$ cat config.mk
export PLATFORM = sky130hd
export DESIGN_NAME = fwd_hazard_unit
export DESIGN_NICKNAME = d
export VERILOG_FILES = /design/src/rtl/fwd_pkg.sv /design/src/rtl/fwd_tag_stage.sv /design/src/rtl/fwd_hazard_unit.sv
export SDC_FILE = /design/constraint.sdc
export NUM_CORES = 1
export LEC_CHECK = 0
export BUFFER_PORTS_ARGS = -buffer_cell sky130_fd_sc_hd__buf_2
export CAP_MARGIN = 20
export CORE_MARGIN = 10
export CORE_UTILIZATION = 50
export CTS_CLUSTER_DIAMETER = 50
export DETAILED_ROUTE_END_ITERATION = 8
export GPL_ROUTABILITY_DRIVEN = 0
export GPL_TIMING_DRIVEN = 1
export HOLD_SLACK_MARGIN = 0.03
export PLACE_DENSITY = 0.76
export SETUP_SLACK_MARGIN = 0.4
export SKIP_LAST_GASP = 1
export SYNTH_ARGS = -nofsm -noshare
export SYNTH_HDL_FRONTEND = slang
export SYNTH_SLANG_ARGS = --single-unit
$ cat constraint.sdc
create_clock -name clk -period 3.1 [get_ports clk]
set_input_delay 0.31 -clock clk [delete_from_list [all_inputs] [get_ports clk]]
set_output_delay 0.31 -clock clk [all_outputs]
set_load 0.05 [all_outputs]
$ cat src/rtl/fwd_pkg.sv
// Shared types and constants for the forwarding / load-use hazard unit.
package fwd_pkg;

  // Widest register index a tag entry can carry; narrower indices are zero-extended.
  localparam int MAX_REG_W = 8;

  // EX operand / store-data select encoding.
  localparam logic [1:0] FWD_RF  = 2'b00;  // value read from the register file
  localparam logic [1:0] FWD_MEM = 2'b01;  // EX/MEM pipeline result
  localparam logic [1:0] FWD_WB  = 2'b10;  // MEM/WB pipeline result

  // One destination-tag entry travelling down the pipeline.
  typedef struct packed {
    logic                 valid;
    logic [MAX_REG_W-1:0] rd;
    logic                 we;
    logic                 is_load;
  } tag_entry_t;

  localparam tag_entry_t TAG_BUBBLE = '0;

endpackage

$ cat src/rtl/fwd_tag_stage.sv
// One registered tag entry: kill inserts a bubble, load_en captures the incoming entry.
import fwd_pkg::*;

module fwd_tag_stage (
  input  logic       clk,
  input  logic       rst,
  input  logic       load_en,
  input  logic       kill,
  input  tag_entry_t entry_in,
  output tag_entry_t entry_out
);

  tag_entry_t entry_d;
  tag_entry_t entry_q;

  // Next entry: kill takes priority over a normal load; otherwise hold.
  always_comb begin
    entry_d = entry_q;
    if (kill) begin
      entry_d = TAG_BUBBLE;
    end else if (load_en) begin
      entry_d = entry_in;
    end
  end

  // Entry register, cleared to a bubble on reset.
  always_ff @(posedge clk) begin
    if (rst) begin
      entry_q <= TAG_BUBBLE;
    end else begin
      entry_q <= entry_d;
    end
  end

  assign entry_out = entry_q;

endmodule

$ cat src/rtl/fwd_hazard_unit.sv
// Forwarding-select and load-use stall generation from a private EX/MEM/WB tag pipeline.
import fwd_pkg::*;

module fwd_hazard_unit #(
  parameter int REG_W    = 4,
  parameter int ZERO_REG = 1,
  parameter int CNT_W    = 16
) (
  input  logic             clk,
  input  logic             rst,
  input  logic             id_valid,
  input  logic [REG_W-1:0] id_ra,
  input  logic [REG_W-1:0] id_rb,
  input  logic [REG_W-1:0] id_rs,
  input  logic             id_re_a,
  input  logic             id_re_b,
  input  logic [REG_W-1:0] id_rd,
  input  logic             id_we,
  input  logic             id_is_load,
  input  logic             id_is_store,
  input  logic             flush,
  output logic             stall,
  output logic [1:0]       fwd_a,
  output logic [1:0]       fwd_b,
  output logic [1:0]       fwd_st,
  output logic [CNT_W-1:0] stall_cnt
);

  tag_entry_t ex_q, mem_q, wb_q;
  tag_entry_t id_entry;
  logic [MAX_REG_W-1:0] ra_x, rb_x, rs_x;
  logic ex_load;
  logic ex_kill;

  logic [1:0]       fwd_a_d, fwd_a_q;
  logic [1:0]       fwd_b_d, fwd_b_q;
  logic [1:0]       fwd_st_d, fwd_st_q;
  logic [CNT_W-1:0] stall_cnt_d, stall_cnt_q;

  // An entry produces register r if it is live, writes, and r is not the hardwired zero.
  function automatic logic tag_match(input tag_entry_t e, input logic [MAX_REG_W-1:0] r);
    tag_match = e.valid && e.we && (e.rd == r) && !((ZERO_REG != 0) && (r == '0));
  endfunction

  // The younger producer (currently in EX, in MEM next cycle) wins over the older one.
  // WB is never consulted: the register file is write-first.
  function automatic logic [1:0] fwd_sel(input logic [MAX_REG_W-1:0] r,
                                         input tag_entry_t ex_e, input tag_entry_t mem_e);
    if (tag_match(ex_e, r)) begin
      fwd_sel = FWD_MEM;
    end else if (tag_match(mem_e, r)) begin
      fwd_sel = FWD_WB;
    end else begin
      fwd_sel = FWD_RF;
    end
  endfunction

  // Zero-extend the ID register fields to tag width and build the ID tag entry.
  always_comb begin
    ra_x = '0;
    rb_x = '0;
    rs_x = '0;
    ra_x[REG_W-1:0] = id_ra;
    rb_x[REG_W-1:0] = id_rb;
    rs_x[REG_W-1:0] = id_rs;
    id_entry = TAG_BUBBLE;
    id_entry.valid = 1'b1;
    id_entry.rd[REG_W-1:0] = id_rd;
    id_entry.we = id_we;
    id_entry.is_load = id_is_load;
  end

  // Load-use stall: only a load sitting in EX can be too late to forward; flush overrides.
  always_comb begin
    stall = id_valid && !flush && ex_q.is_load &&
            ((tag_match(ex_q, ra_x) && id_re_a) ||
             (tag_match(ex_q, rb_x) && id_re_b) ||
             (tag_match(ex_q, rs_x) && id_is_store));
  end

  assign ex_load = id_valid && !stall && !flush;
  assign ex_kill = !ex_load;

  // EX takes the ID instruction or a bubble every cycle.
  fwd_tag_stage u_ex_stage (
    .clk       (clk),
    .rst       (rst),
    .load_en   (1'b1),
    .kill      (ex_kill),
    .entry_in  (id_entry),
    .entry_out (ex_q)
  );

  // A flush kills the instruction leaving EX, so it never reaches MEM.
  fwd_tag_stage u_mem_stage (
    .clk       (clk),
    .rst       (rst),
    .load_en   (1'b1),
    .kill      (flush),
    .entry_in  (ex_q),
    .entry_out (mem_q)
  );

  fwd_tag_stage u_wb_stage (
    .clk       (clk),
    .rst       (rst),
    .load_en   (1'b1),
    .kill      (1'b0),
    .entry_in  (mem_q),
    .entry_out (wb_q)
  );

  // WB and MEM load flag are tracked for pipeline completeness but drive no select.
  logic unused_tags;
  assign unused_tags = ^{wb_q, mem_q.is_load};

  // Selects for the instruction entering EX; a bubble carries register-file selects.
  always_comb begin
    fwd_a_d  = FWD_RF;
    fwd_b_d  = FWD_RF;
    fwd_st_d = FWD_RF;
    if (ex_load) begin
      if (id_re_a)     fwd_a_d  = fwd_sel(ra_x, ex_q, mem_q);
      if (id_re_b)     fwd_b_d  = fwd_sel(rb_x, ex_q, mem_q);
      if (id_is_store) fwd_st_d = fwd_sel(rs_x, ex_q, mem_q);
    end
  end

  // Saturating stall-cycle counter.
  always_comb begin
    stall_cnt_d = stall_cnt_q;
    if (stall && (stall_cnt_q != {CNT_W{1'b1}})) begin
      stall_cnt_d = stall_cnt_q + CNT_W'(1);
    end
  end

  // Select and counter registers.
  always_ff @(posedge clk) begin
    if (rst) begin
      fwd_a_q     <= FWD_RF;
      fwd_b_q     <= FWD_RF;
      fwd_st_q    <= FWD_RF;
      stall_cnt_q <= '0;
    end else begin
      fwd_a_q     <= fwd_a_d;
      fwd_b_q     <= fwd_b_d;
      fwd_st_q    <= fwd_st_d;
      stall_cnt_q <= stall_cnt_d;
    end
  end

  assign fwd_a     = fwd_a_q;
  assign fwd_b     = fwd_b_q;
  assign fwd_st    = fwd_st_q;
  assign stall_cnt = stall_cnt_q;

endmodule

=== Word level (Yosys, flattened, before mapping) ===
Cells that the tools add are included.

* ROM bits: 0
* Bits in latches: 0
* Flip-flop bits (word level): 43
* Memories: 0
* Bits in writable memories: 0
* Output and inout port bits: 23

* Bitwise gates (word level): 4
* Divide/modulo/power cells: 0
* Reduce and logical (&&, ||, !) cells: 41
* $lt $le $gt $ge: 0
* Multiplexer cells: 7
* Shift-type cells: 0
* Equality and inequality tests: 7
* Add/sub/neg operators: 1
* $mul: 0

{| class="wikitable"
|+ Operators by type and width
! cell !! count
|-
| equality test 8 x 4 -> 1 bit || 6
|-
| zero test 8 bit || 3
|-
| logical AND 1 bit || 23
|-
| adder 16 x 1 -> 16 bit (second input constant) || 1
|-
| != test 16 bit (second input constant) || 1
|-
| OR reduction 4 bit || 3
|-
| 2-to-1 mux 11 bit || 1
|-
| OR reduction 3 bit || 3
|-
| 2-to-1 mux 2 bit || 3
|-
| zero test 1 bit || 5
|-
| NOT 1 bit || 4
|-
| OR reduction 2 bit || 2
|-
| 2-to-1 mux 1 bit || 3
|-
| logical OR 1 bit || 2
|}

=== Longest topological paths before layout ===
Gate-level depths: netlist of the first run.

* Word-level depth: 12
* Depth in mapped cells: 8
* Gate-level depth less buffers: 7

=== Hierarchy ===
A second synthesis of the first run with hierarchy kept.

* Cell total of the unflattened synthesis: 234
* Area total of the unflattened synthesis: 2160.8 um^2

{| class="wikitable"
|+ Modules (own cells, without submodules)
! module !! times used !! cells an instance !! seq. area each (um^2) !! area an instance (um^2)
|-
| fwd_hazard_unit || 1 || 162 || 440.4 || 1360.1
|-
| fwd_tag_stage || 2 || 36 || 220.2 || 400.4
|}

=== Worst setup path before layout of the first run ===
No wires, ideal clock.

* Path kind: reg-to-reg
* From: register stall_cnt_q[0] (netlist: stall_cnt[0])
* To: register stall_cnt_q[7] (netlist: stall_cnt[7])
* Period minus slack after synthesis: 2.222 ns
* Library setup time: 0.121 ns
* Cell stages (with the launch flop): 9
* Setup slack: 0.878 ns
* Buffers on the path: 2
* Arrival: 2.101 ns
* Data required time: 2.979 ns
* Cell sequence: dfxtp_1 > ha_1 > buf_2 > nand4_1 > o21ai_0 > a31oi_4 > buf_6 > nand3_1 > mux2_2

* Longest elaborated chain between the ends: 2
* Elaborated cells on any way between the ends: 3
* Those cells by class: add/sub: 1; eq/ne: 1; reduce/logical: 1

{| class="wikitable"
|+ RTL lines
! what !! RTL line !! RTL
|-
| start: declaration || fwd_hazard_unit.sv:38 || <nowiki>logic [CNT_W-1:0] stall_cnt_d, stall_cnt_q;</nowiki>
|-
| start signal: assignment || fwd_hazard_unit.sv:148 || <nowiki>stall_cnt_q <= stall_cnt_d;</nowiki>
|-
| parallel branches: the longest is 2 deep, another holds adder 16 x 1 -> 16 bit || - ||
|}

Parallel ways; which one is timed is not known.
A chain may end at the register's enable or synchronous reset.

=== Worst setup path in the final report of the first run ===
* From: register u_ex_stage.entry_q (netlist bit u_ex_stage.entry_out[5])
* To: output stall

* Longest elaborated chain between the ends: 7
* Elaborated cells on any way between the ends: 15
* Those cells by class: eq/ne: 3; reduce/logical: 12

{| class="wikitable"
|+ RTL lines
! what !! RTL line !! RTL
|-
| start: declaration || fwd_tag_stage.sv:14 || <nowiki>tag_entry_t entry_q;</nowiki>
|-
| start signal: assignment || fwd_tag_stage.sv:31 || <nowiki>entry_q <= entry_d;</nowiki>
|-
| equality test 8 x 4 -> 1 bit || fwd_hazard_unit.sv:42 || <nowiki>tag_match = e.valid && e.we && (e.rd == r) && !((ZERO_REG != 0) && (r == '0));</nowiki>
|-
| logical AND 1 bit (2 in a row) || fwd_hazard_unit.sv:42 ||
|-
| logical AND 1 bit, on equally long branches || fwd_hazard_unit.sv:76, fwd_hazard_unit.sv:77 ||
|-
| logical OR 1 bit || fwd_hazard_unit.sv:76 || <nowiki>((tag_match(ex_q, ra_x) && id_re_a) ||</nowiki>
|-
| logical OR 1 bit * || fwd_hazard_unit.sv:77 || <nowiki>(tag_match(ex_q, rb_x) && id_re_b) ||</nowiki>
|-
| logical AND 1 bit * || fwd_hazard_unit.sv:75 || <nowiki>stall = id_valid && !flush && ex_q.is_load &&</nowiki>
|-
| end: declaration || fwd_hazard_unit.sv:22 || <nowiki>output logic stall,</nowiki>
|}

Mark *: on every way between the ends. The rest lies on a longest branch, timed or not.

==> qor.csv, run 1 <==
metric,value,unit
ir_worst_vdd,0.454,mV
p_sw,0.183,mW
die_w,79.8,um
track_usage,12.7,%
root_buffer,clkbuf_4,
worstPathArrival,2.26,ns
wl_per_cell,13.7,um
postPlaceCellArea,0.00204,mm^2
syn_area_per_cell,9.16,um^2
overflow,0,
detailed_place_hpwl,3120,um
grt_setup_unrepaired,no,
core-area,0.00339,mm^2
pwr-share-seq,53.4,%
status,"finished, final reports clean",
clkTransAtPathRegs,0.10,ns
swShare,21.4,%
final-max-slew-violation-count,0,
wl,4010,um
drive_gt1_share,31.3,%
path_class,flip-flop to output port,
start_kind,flip-flop,
syn_nets,221,
ant_nets,0,
p_comb_share,7.4,%
drt_first_pass_iters,4,
worstSetupStartpoint,u_ex_stage.entry_out[5],
area_growth,19.8,%
final.setup.tns,0,ns
grt_max_degree,33,
crit_required,2.79,ns
die_h,79.8,um
multi_input_area,0.00104,mm^2
fin_crit,2.57,ns
ys_seq_area_share,39.2,%
reg2regPathDepth,7,
hold_viol,0,
setup_viol_count_final,0,
syn_inst,195,
fmax,0.389,GHz
pwr-share-clk,39.2,%
fin_area,0.00214,mm^2
rr_startpoint,u_ex_stage.entry_out[5],
drc,0,
finalCritPeriodShare,82.9,%
hold_path_class,primary input to flip-flop,
p_leak,0.938,nW
vias,1575,
synth_top_area_share,39.2,%
internal_power,0.673,mW
cp_max_fo,5,
post_drt_via_cell_ratio,5.39,
ff2ff_setup_slack,0.76,ns
die_area,0.00636,mm^2
relSlewSlack,66.7,%
port_buffers,47,
antenna_cells,0,
seqCellArea,703,um^2
worstSkewPairLatency,0.34,ns
tightest_slew,0.499,ns
cts_htree_levels,2,
cap_violations,0,
fill_cells,302,
cts_hold_buf,0,
ys.warnings.count,0,
final_cell_mix,"buf_2 (47), dfxtp_1 (33), nor2_1 (20)",
grt_first_pass_wirelength,6690,um
r2r_end,stall_cnt[10],
netlist-cell-type-count,40,
end_kind,output port,
final_common_cell,buf_2,
fin_skew,0.00765,ns
cts_buffers,5,
p_per_area,400,mW/mm^2
num_rows,21,
drt_iter0_markers,95,
clock-sinks,35,
first_global_vias,1545,
cts_tree,done,
num-nets-final,271,
synthesis.area,0.00179,mm^2
synth_area_leaders,"dfxtp_1 (39%), mux2_2 (6.3%), xnor2_1 (5.9%)",
cts_buffer_depth,2,
critPathCapture,stall,
postSynthRegisterBits,35,
ioPinCount,48,
synth_area_leader_cell,dfxtp_1,
grt_antenna_before_repair,0,
start_util,52.7,%
-- worst max-delay path, cell delays in order (launching register included) --
cell,delay (ns)
dfxtp_2,0.36
xor2_1,0.17
or4_4,0.54
a211o_4,0.31
a31o_1,0.24
inv_1,0.06
buf_2,0.25
-- per-layer routing --
layer | track usage [%] | up-vias | routed length (um)
met3 | 5.29 | 4 | 380
met4 | 4.23 | 0 | 15
met2 | 21.4 | 51 | 1900
met5 | 0 | - | 0
li1 | - | 797 | -
met1 | 14.2 | 723 | 1720
-- area by class of cell --
cell class	count	share of cell area [%]
Clock inverter	2	1.64
Timing Repair Buffer	48	11.3
Sequential cell	35	32.8
Multi-Input combinational cell	152	48.6
Clock buffer	6	2.40
Tap cell	46	2.69
Inverter	3	0.526
-- sequential cells by signal (all words and copies together) (netlist names) --
| register | count |
|---|---|
| u_ex_stage.entry_out | 7 |
| stall_cnt | 16 |
| fwd_b | 2 |
| fwd_st | 2 |
| fwd_a | 2 |
| u_mem_stage.entry_out | 6 |
-- logic make-up (layout without fill, tap and decap cells) --
| family | after synthesis | after routing | share of synthesized area [%] |
|---|---|---|---|
| fa+ha+maj | 1 | 1 | 0.700 |
| compound gates | 17 | 17 | 8.12 |
| xor+xnor | 22 | 22 | 10.8 |
| buf+inv | 8 | 59 | 2.59 |
| flops | 35 | 35 | 39.2 |
| mux | 12 | 12 | 7.49 |
| simple gates | 100 | 100 | 31.1 |
-- per-stage QoR --
| step | power, mW | cells | setup WS [ns] | hold WS (ns) | util, % |
|---|---|---|---|---|---|
| after floorplan | 0.502 | 195 | 0.878 | 0.432 | - |
| after global placement | 0.529 | 283 | 0.750 | 0.464 | 60.3 |
| after detailed placement | 0.531 | 283 | 0.709 | 0.468 | 60.3 |
| after CTS | 0.865 | 291 | 0.475 | 0.159 | 62.9 |
| after global routing | 0.891 | 292 | 0.425 | 0.152 | 63.2 |
| final | 0.857 | 292 | 0.530 | 0.169 | 63.2 |
-- repair_timing --
action / CTS / global route
setup buffers: 0 / 1
gates resized for setup: 0 / 2
setup endpoints to repair: 0 / 1
-- synth_stat cells --
| master | n |
|---|---|
| a31o_2 | 2 |
| and4_1 | 3 |
| o21ai_1 | 1 |
| nand2b_1 | 4 |
| xnor2_1 | 12 |
| nor4_1 | 2 |
| or4_1 | 2 |
| nand4_1 | 11 |
| and2_1 | 12 |
| buf_2 | 1 |
| nand3_1 | 7 |
| o41a_1 | 1 |
| or3_2 | 1 |
| a211o_4 | 1 |
| or2_2 | 1 |
| buf_6 | 2 |
| a31oi_4 | 1 |
| dfxtp_1 | 35 |
| nor3_1 | 10 |
| nor2_1 | 20 |
| and3_2 | 1 |
| or3_1 | 1 |
| and2_2 | 1 |
| mux2i_1 | 1 |
| nor2b_1 | 13 |
| o2111ai_1 | 1 |
| mux2_1 | 1 |
| o21ai_0 | 1 |
| a211o_1 | 2 |
| nand2_1 | 7 |
| and3_1 | 3 |
| xor2_1 | 10 |
| ha_1 | 1 |
| clkbuf_1 | 2 |
| a31o_1 | 1 |
| or4_4 | 1 |
| inv_1 | 3 |
| a21oi_1 | 5 |
| mux2_2 | 10 |
| o211ai_1 | 1 |
-- worst min-delay path by stage --
stage	depth (start not counted)	start	slack, ns	endpoint
global placement	2	u_mem_stage.entry_out[1]	0.46	fwd_a[1]
detailed placement	2	u_mem_stage.entry_out[1]	0.47	fwd_a[1]
floorplan	1	id_is_load	0.43	u_ex_stage.entry_out[0]
finish	2	id_we	0.17	u_ex_stage.entry_out[1]
global route	2	id_we	0.15	u_ex_stage.entry_out[1]
CTS	2	id_we	0.16	u_ex_stage.entry_out[1]
-- power groups by stage --
stage / clock, mW / sequential (mW) / combinational [mW]
6_report: 0.336 / 0.457 / 0.0636
5_1_grt: 0.361 / 0.458 / 0.0716
4_1_cts: 0.344 / 0.457 / 0.0638
3_5_place_dp: 0 / 0.467 / 0.0636
3_3_place_gp: 0 / 0.467 / 0.0618
2_1_floorplan: 0 / 0.466 / 0.0359
No activity file was read; power rests on OpenSTA's default activity.
==> inputs of run 2 (changes only) <==
==> constraint.sdc (replaced) <==
create_clock -name clk -period 2.62 [get_ports clk]
set_input_delay 0.262 -clock clk [delete_from_list [all_inputs] [get_ports clk]]
set_output_delay 0.262 -clock clk [all_outputs]
set_load 0.05 [all_outputs]
==> run 2 against run 1 <==
Register-to-register slack lost 0.46 ns. Clock-buffer cell count decreased by 1. Cell count is 2.4% higher. Routed wire length is 4.1% higher. Via count rose by 1.4%. Global-route usage increased by 0.79 points. Critical endpoint unchanged.
==> qor.csv, run 2 (synthesis results as in run 1) <==
metric,value,unit,change
crit_chain,xor2_1 -> or4_4 -> a211o_4 -> a31o_4 -> inv_2 -> buf_8,,
overflow,0,,unchanged
clkTransAtPathRegs,0.10,ns,about the same
cts_htree_levels,2,,unchanged
num-nets-final,279,,+3.0%
whs,0.122,ns,-0.0460 ns
vias,1597,,+1.4%
multi_input_area,0.00109,mm^2,+4.6%
setup_viol_count_final,0,,unchanged
final.setup.tns,0,ns,unchanged
fill_cells,280,,-7.3%
p_leak,1.01,nW,+7.2%
cts_hold_buf,0,,unchanged
pre_cts_slack,0.284,ns,-0.425 ns
antenna_cells,0,,unchanged
relSlewSlack,53.6,%,-13 points
hold_viol,0,,unchanged
start_util,52.7,%,unchanged
crit_required,2.36,ns,-0.43 ns
fin_area,0.00227,mm^2,+5.9%
worstSetupStartpoint,u_ex_stage.entry_out[2],,
detailed_place_hpwl,3040,um,-2.5%
fin_ws,0.265,ns,-0.266 ns
grt_max_degree,33,,unchanged
ant_nets,0,,unchanged
worstSkewPairLatency,0.34,ns,about the same
hold_path_class,primary input to flip-flop,,
ir_worst_vdd,0.269,mV,-41%
critPathTopFamily,compound AO/OA/AOI/OAI gates,,
fin_skew,0.0199,ns,+0.0123 ns
post_drt_via_cell_ratio,5.34,,-0.98%
die_area,0.00636,mm^2,unchanged
p_per_area,439,mW/mm^2,+9.7%
fin_cells,299,,+2.4%
cts_buffer_depth,2,,unchanged
cts_buffers,5,,unchanged
final_core_util,66.9,%,+3.7 points
final_cell_mix,"buf_2 (46), dfxtp_1 (31), nor2_1 (20)",,
slowest_delay,0.52,ns,-0.02 ns
worstPathArrival,2.09,ns,-0.17 ns
die_w,79.8,um,unchanged
tightest_slew,0.696,ns,+0.197 ns
path_class,flip-flop to output port,,
final_common_cell,buf_2,,
path_buf_inv,2,,unchanged
drc,0,,unchanged
wl,4180,um,+4.1%
largest_reg_flops,16,,unchanged
wl_per_cell,14.0,um,+1.7%
cp_max_fo,4,,-1
root_buffer,clkbuf_4,,
grt_first_pass_wirelength,7120,um,+6.4%
num_rows,21,,unchanged
finalCritPeriodShare,89.9,%,
fmax,0.425,GHz,
dp.cells,283,,unchanged
clock-sinks,35,,unchanged
cts_tree,done,,
status,"finished, final reports clean",,
cap_violations,0,,unchanged
ioPinCount,48,,unchanged
postPlaceCellArea,0.00205,mm^2,about the same
drive_gt1_share,36.0,%,+4.7 points
fin_total_pwr,0.995,mW,+16%
seqCellArea,711,um^2,+1.1%
fin_crit,2.36,ns,
area_growth,26.9,%,
rr_startpoint,u_ex_stage.entry_out[2],,
die_h,79.8,um,unchanged
slowest_stage,or4_4,,
drt_iter0_markers,123,,+29%
hp-start,id_rd[0],,
grt_setup_unrepaired,yes,,
final-max-slew-violation-count,0,,unchanged
drt_first_pass_iters,4,,unchanged
port_buffers,47,,unchanged
first_global_vias,1641,,+6.2%
end_kind,output port,,
track_usage,13.5,%,+0.79 points
core-area,0.00339,mm^2,unchanged
grt_antenna_before_repair,0,,unchanged
start_kind,flip-flop,,
[run 2: cell count changes in the layout (fill, tap and decap cells not counted), moves of 2 or more]
cell     delta
nor3_1      -2
nor3_4      +2
dfxtp_1     -2
mux2_2      -2
buf_4       +7
mux2_4      +2
dfxtp_4     +2
[run 2: final timing paths]
kind	end	slack, ns	depth (start not counted)
setup / recovery	stall	0.26	6
hold / removal	u_ex_stage.entry_out[2]	0.12	2
setup reg to reg	stall_cnt[11]	0.30	7
hold reg to reg	fwd_st[1]	0.49	2
[run 2: cell type report]
type                       instances  share of cell area [%]
clock buffer                       5                    1.66
clock inverter                     2                    1.66
inverter                           3                   0.497
multi-input combinational        152                    48.0
sequential                        35                    31.3
tap                               46                    2.54
timing repair buffer              56                    14.3
[run 2: worst reg2reg max path: cells and delay by family, from the launching register on]
kind                      cells  cell delay [ns]
buffers and inverters         1             0.16
and+or+nand+nor               2             0.98
AOI/OAI and AO/OA             3             0.62
DFF                           1             0.38
xor gates and xnor gates      1             0.14
[run 2: layer usage]
metal	global-route usage [%]	wire length (um)	vias to the layer above
met5	0	0	-
met3	5.29	292	2
met2	21.8	1970	45
li1	-	-	806
met1	16.2	1900	744
met4	4.05	19	0
[run 2: report_power, final]
group	switching (mW)	total, mW	internal (mW)	leakage (nW)
registers	0.00496	0.540	0.535	0.285
logic	0.0406	0.0777	0.0371	0.684
clock network	0.182	0.378	0.196	0.0373
[run 2: what timing repair did]
item,4_1_cts,5_1_grt
resized for setup,15,2
setup buffers,7,2
pin swaps,6,3
endpoints found under the setup margin,17,22
endpoints found under the hold margin,0,0
==> inputs of run 3 (changes only) <==
--- a/config.mk
+++ b/config.mk
@@ -13,9 +13,9 @@
 export DETAILED_ROUTE_END_ITERATION = 8
 export GPL_ROUTABILITY_DRIVEN = 0
 export GPL_TIMING_DRIVEN = 1
-export HOLD_SLACK_MARGIN = 0.03
-export PLACE_DENSITY = 0.76
-export SETUP_SLACK_MARGIN = 0.4
+export HOLD_SLACK_MARGIN = 0.05
+export PLACE_DENSITY_LB_ADDON = 0.3
+export SETUP_SLACK_MARGIN = 0.1
 export SKIP_LAST_GASP = 1
 export SYNTH_ARGS = -nofsm -noshare
 export SYNTH_HDL_FRONTEND = slang
==> run 3 against run 2 <==
Routed wire length fell by 5.3%. Clock-buffer cell count did not move. First-iteration DRC count fell by 59%. Largest cell class unchanged. Highest routed layer unchanged. Sequential power barely moved. Sequential share of layout area rose by 1.8 points.
==> qor.csv, run 3 (synthesis results as in run 1) <==
metric,value,unit,change
seqCellArea,703,um^2,-1.1%
cts_htree_levels,2,,unchanged
fin_cells,291,,-2.7%
wl,3960,um,-5.3%
multi_input_area,0.00105,mm^2,-3.0%
fin_skew,0.00524,ns,-0.0147 ns
die_h,79.8,um,unchanged
final_common_cell,buf_2,,
wl_per_cell,13.6,um,-2.7%
dp.cells,283,,unchanged
grt_antenna_before_repair,0,,unchanged
overflow,0,,unchanged
clock-sinks,35,,unchanged
setup_viol_count_final,0,,unchanged
tightest_slew,0.505,ns,-0.191 ns
final-max-slew-violation-count,0,,unchanged
root_buffer,clkbuf_4,,
holdPathEnd,u_ex_stage.entry_out[4],,
end_kind,output port,,
num_rows,21,,unchanged
crit_required,2.36,ns,about the same
cts_buffers,5,,unchanged
detailed_place_hpwl,3100,um,+1.7%
pre_cts_slack,0.273,ns,-0.0112 ns
relSlewSlack,66.4,%,+13 points
ir_worst_vdd,0.343,mV,+28%
fin_crit,2.47,ns,+0.110 ns
final_core_util,62.6,%,-4.3 points
fin_area,0.00212,mm^2,-6.5%
min_path_cells,2,,unchanged
cp_max_fo,5,,+1
vias,1529,,-4.3%
worstPathArrival,2.20,ns,+0.11 ns
drt_iter0_markers,50,,-59%
final_cell_mix,"buf_2 (46), dfxtp_1 (33), nor2_1 (20)",,
clkTransAtPathRegs,0.10,ns,about the same
grt_setup_unrepaired,yes,,
hp-start,id_rd[2],,
start_kind,flip-flop,,
die_area,0.00636,mm^2,unchanged
fin_total_pwr,0.899,mW,-9.6%
first_global_vias,1527,,-6.9%
whs,0.106,ns,-0.0161 ns
rr_startpoint,u_ex_stage.entry_out[5],,
drc,0,,unchanged
fin_ws,0.155,ns,-0.110 ns
ant_nets,0,,unchanged
ff2ff_setup_slack,0.29,ns,about the same
worstSkewPairLatency,0.35,ns,about the same
cap_violations,0,,unchanged
area_growth,18.7,%,
final.setup.tns,0,ns,unchanged
post_cts_buffers,0,,-7
num-nets-final,270,,-3.2%
hold_viol,0,,unchanged
port_buffers,47,,unchanged
antenna_cells,0,,unchanged
p_per_area,424,mW/mm^2,-3.4%
track_usage,12.8,%,-0.70 points
finalCritPeriodShare,94.1,%,+4.2 points
post_drt_via_cell_ratio,5.25,,-1.6%
core-area,0.00339,mm^2,unchanged
start_util,52.7,%,unchanged
ioPinCount,48,,unchanged
status,"finished, final reports clean",,
fmax,0.406,GHz,-4.5%
path_class,flip-flop to output port,,
p_leak,0.922,nW,-8.3%
grt_first_pass_wirelength,6650,um,-6.6%
reg2regPathDepth,6,,-1
hold_path_class,primary input to flip-flop,,
r2r_end,stall_cnt[10],,
grt_max_degree,33,,unchanged
cts_buffer_depth,2,,unchanged
cts_tree,done,,
largest_reg_flops,16,,unchanged
drive_gt1_share,31.8,%,-4.1 points
drt_first_pass_iters,4,,unchanged
fill_cells,305,,+8.9%
postPlaceCellArea,0.00204,mm^2,about the same
die_w,79.8,um,unchanged
run 3: changes by cell type in the layout (fill, tap and decap cells not counted), moves of 2 or more:
cell      previous run  this run
buf_4                8         0
clkinv_2             0         3
dfxtp_1             31        33
dfxtp_4              2         0
mux2_2               8        10
mux2_4               2         0
nor3_1               8        10
nor3_4               2         0
run 3: worst max path at each step:
stage | slack, ns | start | cells past startpoint | endpoint
after floorplan | 0.40 | stall_cnt[0] | 8 | stall_cnt[7]
after global placement | 0.30 | id_rs[3] | 7 | stall_cnt[10]
after detailed placement | 0.27 | id_rs[3] | 7 | stall_cnt[10]
after CTS | 0.11 | u_ex_stage.entry_out[5] | 6 | stall
after global routing | 0.07 | u_ex_stage.entry_out[5] | 6 | stall
final | 0.15 | u_ex_stage.entry_out[5] | 6 | stall
run 3: timing repair:
| item | in CTS | in global routing |
|---|---|---|
| hold buffers | 0 | 0 |
| hold endpoints to repair | 0 | 0 |
| gates resized for setup | 2 | 4 |
| endpoints found under the setup margin | 1 | 1 |
run 3: cell type report:
cell class | count | area share [%]
inverters | 3 | 0.531
repair buffers | 47 | 11.4
clock buffers | 5 | 1.77
well taps | 46 | 2.71
flip-flops and latches | 35 | 33.2
clock inverters | 3 | 0.708
multi-input cells | 152 | 49.7
run 3: per-layer routing:
metal | up-vias | global-route usage [%] | share of wire [%]
li1 | 786 | - | -
met1 | 707 | 14.6 | 44
met2 | 29 | 20.4 | 47
met3 | 7 | 5.97 | 7.9
met4 | 0 | 4.93 | 1.5
met5 | - | 0 | 0
run 3: critical path, cell delays in order, from the launching register on:
cell and delay [ns]:
dfxtp_2 0.36, xor2_1 0.16, or4_4 0.54, a211o_4 0.31, a31o_4 0.25, inv_1 0.08
buf_6 0.16
run 3: report_power, final:
group | total [mW] | switching [mW] | internal (mW) | leakage [nW]
combinational | 0.0756 | 0.0402 | 0.0354 | 0.604
clock | 0.283 | 0.183 | 0.0997 | 0.0347
sequential | 0.541 | 0.00494 | 0.536 | 0.283
